<file path="src/rtl/risc_alu.sv">
// Accumulator-machine ALU: zero-latency result/flags for the datapath plus a
// one-cycle registered copy for the controller and debug.
module risc_alu #(
  parameter int WIDTH = 8
) (
  input  logic             clk,
  input  logic             rst_n,
  input  logic [WIDTH-1:0] inA,
  input  logic [WIDTH-1:0] inB,
  input  logic [2:0]       opcode,
  output logic [WIDTH-1:0] alu_out,
  output logic             is_zero,
  output logic             carry,
  output logic [WIDTH-1:0] alu_out_r,
  output logic             is_zero_r,
  output logic             carry_r
);

  typedef enum logic [2:0] {
    OP_HLT = 3'b000,
    OP_SKZ = 3'b001,
    OP_ADD = 3'b010,
    OP_AND = 3'b011,
    OP_XOR = 3'b100,
    OP_LDA = 3'b101,
    OP_STO = 3'b110,
    OP_JMP = 3'b111
  } op_e;

  logic [WIDTH:0] sum;

  assign sum = {1'b0, inA} + {1'b0, inB};

  // SKZ must see the accumulator before the operation, so the flag ignores opcode
  assign is_zero = (inA == '0);

  always_comb begin
    alu_out = inA;
    carry   = 1'b0;
    case (opcode)
      OP_ADD: begin
        alu_out = sum[WIDTH-1:0];
        carry   = sum[WIDTH];
      end
      OP_AND:  alu_out = inA & inB;
      OP_XOR:  alu_out = inA ^ inB;
      OP_LDA:  alu_out = inB;
      default: alu_out = inA;
    endcase
  end

  // Accumulator is zero out of reset, hence is_zero_r resets high
  always_ff @(posedge clk or negedge rst_n) begin
    if (!rst_n) begin
      alu_out_r <= '0;
      is_zero_r <= 1'b1;
      carry_r   <= 1'b0;
    end else begin
      alu_out_r <= alu_out;
      is_zero_r <= is_zero;
      carry_r   <= carry;
    end
  end

endmodule

</file>
<file path="config.mk">
export PLATFORM = sky130hd
export DESIGN_NAME = risc_alu
export DESIGN_NICKNAME = d
export VERILOG_FILES = /design/src/rtl/risc_alu.sv
export SDC_FILE = /design/constraint.sdc
export NUM_CORES = 1
export LEC_CHECK = 0
export ABC_AREA = 1
export BUFFER_PORTS_ARGS = -buffer_cell sky130_fd_sc_hd__buf_2
export CAP_MARGIN = 20
export CORE_UTILIZATION = 35
export DETAILED_ROUTE_END_ITERATION = 12
export RECOVER_POWER = 100
export SYNTH_ARGS = -nofsm -noshare
export SYNTH_HDL_FRONTEND = slang
export SYNTH_SLANG_ARGS = --single-unit
</file>
<file path="constraint.sdc">
create_clock -name clk -period 2.8 [get_ports clk]
set_input_delay 0.14 -clock clk [delete_from_list [all_inputs] [get_ports clk]]
set_output_delay 0.14 -clock clk [all_outputs]
set_load 0.05 [all_outputs]
</file>
==> results.py <==
metrics = {
    "status": {
        "outcome": "completed",
    },
    "min_path": {
        "hp-class": "in2reg",
        "worstHoldPathCells": 2,
    },
    "layout": {
        "seq_area_um2": 251,
        "postLayoutCellArea_um2": 1210,
        "drive_gt1_frac": 0.168,
        "multiInputGateArea_um2": 631,
        "n_fill_cell": 289,
        "area.growth.synth_to_final_pct": 24.0,
        "finalCoreUtilization": 0.475,
        "antenna-diode-count": 0,
        "fin_nets": 222,
    },
    "setup_path": {
        "worstSetupPathType": "in2out",
        "cp-end-kind": "primary output",
        "crit_arrival_ps": 2080,
        "critical_path_maximum_fanout": 3,
        "critical_path_required_ps": 2660,
        "timing.critical_path.from_type": "input port",
    },
    "placed_design": {
        "buffer_ports.inserted": 40,
        "post_dp_cell_area_um2": 1210,
        "gpl.final_weighted_congestion": 0.860,
        "dp_hpwl_um": 2310,
    },
    "global_routing": {
        "largest_net_degree_at_the_start_of_global_routing": 11,
        "grt_pass1_wl_um": 4350,
        "overflow": 0,
        "antenna_found_initial": 0,
        "vias_in_the_first_global_route": 1001,
        "global_route.usage.total": 0.204,
    },
    "synthesis": {
        "syn-mean-instance-area_um2": 6.68,
        "synth.lib_cells_used.distinct": 28,
        "ys_seq_elements": 10,
        "postSynthNetCount": 176,
        "syn-instance-count": 146,
        "synth_seq_area_share": 0.258,
        "synthesis.area_um2": 975,
        "synth_warnings": 0,
    },
    "sta": {
        "final_min_period_over_clock_period": 0.794,
        "grt_setup_unrepaired": "false",
        "final_max_slew_viol_count": 0,
        "period_minus_slack_ps": 2220,
        "report.final.hold_viol_count": 0,
        "setup_violations": 0,
        "fmaxAchievable_mhz": 450,
        "final.hold.worst_slack_ps": 57.0,
        "timing_worst_slew_pin_value_ps": 609,
        "timing.setup.tns_ps": 0,
        "worst_slew_margin_rel": 0.596,
    },
    "pwr": {
        "p_per_area_nw_per_um2": 444,
        "report.power.total_w": 0.000536,
        "peakVddDrop_mv": 0.269,
        "power_leakage_nw": 0.602,
    },
    "floorplan": {
        "initial_core_util": 0.383,
        "chipHeight_um": 54.8,
        "die-area_um2": 3000,
        "die_x_um": 54.8,
        "floorplan.io_pins": 41,
        "core_um2": 2540,
        "placementRows": 18,
    },
    "clock_network": {
        "num_cts_buffers": 3,
        "cts.htree.levels": 1,
        "cts.sink_count": 10,
        "tritoncts": "done",
        "cts-resized-gates": 0,
        "clk_root_buffer_cell": "clkbuf_4",
        "clockBufferDepth": 2,
        "clk_pin_slew_worst_paths_ps": 60,
    },
    "run": {
        "maxCapViolCount": 0,
    },
    "detailed_routing": {
        "detailroute.via_count": 1121,
        "drt_first_pass_iters": 4,
        "first_drt_iteration_drcs": 21,
        "detail_route.wl_per_cell_um": 12.4,
        "postRouteAntennaNets": 0,
        "drt-total-wl_um": 2740,
        "routed_via_density": 5.07,
        "drcViolationCount": 0,
    },
}
## cell families after synthesis
| logic type | Yosys count | share of synthesized area |
|---|---|---|
| and+or+nand+nor | 87 | 0.416 |
| buffers and inverters | 22 | 0.0847 |
| AOI/OAI and AO/OA | 18 | 0.118 |
| DFF | 10 | 0.258 |
| adders and majority gates | 9 | 0.123 |
## through the flow
stage | cells | setup slack [ps]
final | 221 | 577
after global routing | 221 | 365
after CTS | 221 | 839
after detailed placement | 216 | 847
after global placement | 216 | 894
after floorplan | 146 | 651
## layout make-up
cell class	count	area share
clock buffers	4	0.0217
inverters	22	0.0683
multi-input cells	114	0.522
flip-flops and latches	10	0.208
well taps	30	0.0311
repair buffers	41	0.149
## synthesized netlist by cell type, drive strengths merged
master | count | share of area
ha | 8 | 0.10
dfstp | 1 | 0.027
a21oi | 7 | 0.044
or2 | 2 | 0.013
a21o | 1 | 0.0077
a31oi | 1 | 0.0064
o21ai | 7 | 0.044
dfrtp | 9 | 0.23
a211oi | 1 | 0.0077
nand3b | 2 | 0.015
nand4 | 4 | 0.026
a32oi | 1 | 0.0090
inv | 22 | 0.085
nor2 | 16 | 0.087
fa | 1 | 0.021
and2 | 1 | 0.0064
nand2 | 50 | 0.21
nand3 | 10 | 0.051
nor4 | 1 | 0.0064
nor3 | 1 | 0.0051
## where the power goes
| group | internal [W] | total, W | switching [W] |
|---|---|---|---|
| Clock | 0.0000548 | 0.0000982 | 0.0000434 |
| Combinational | 0.0000650 | 0.000276 | 0.000211 |
| Sequential | 0.000159 | 0.000162 | 0.00000319 |
| Total | 0.000279 | 0.000536 | 0.000258 |
## what timing repair did
item,4_1_cts,5_1_grt
hold endpoints to repair,10,0
buffers inserted,0,0
hold buffers,1,0
## registers in the layout (all words and copies together), names as in the netlist
signal,flops
is_zero_r,1
alu_out_r,8
carry_r,1
## worst max-delay path, stage by stage
cell and delay (ps):
clkbuf_1 140, ha_1 210, inv_1 60, fa_1 380, inv_1 60, nand2_1 60
nand2_1 90, and2_0 160, nand4_1 90, a21oi_1 200, clkbuf_1 500
## cell usage in the layout (no fill, tap or decap), types with 2 or more instances in the layout
cell / instances
o21ai_2: 2
nand4_1: 4
a21oi_1: 7
clkbuf_4: 3
o21ai_0: 4
dfrtp_1: 9
buf_2: 16
nor2_4: 3
nand2_1: 48
inv_2: 4
ha_1: 8
inv_1: 18
nor2_1: 12
nand3_1: 10
clkbuf_1: 25
nand3b_1: 2
## path summary, 6_finish.rpt
path / start / endpoint / slack [ps]
max: inA[0] / carry / 580
min: inA[4] / is_zero_r / 60
max in group asynchronous: rst_n / is_zero_r / 2080
min in group asynchronous: rst_n / alu_out_r[1] / 360
## routing by layer
layer	wire, um	up-vias	track usage
met1	1270	520	0.278
met3	196	2	0.0139
li1	-	563	-
met4	7	0	0.0641
met2	1270	36	0.337
met5	0	-	0
(Power assumes the default switching activity.)
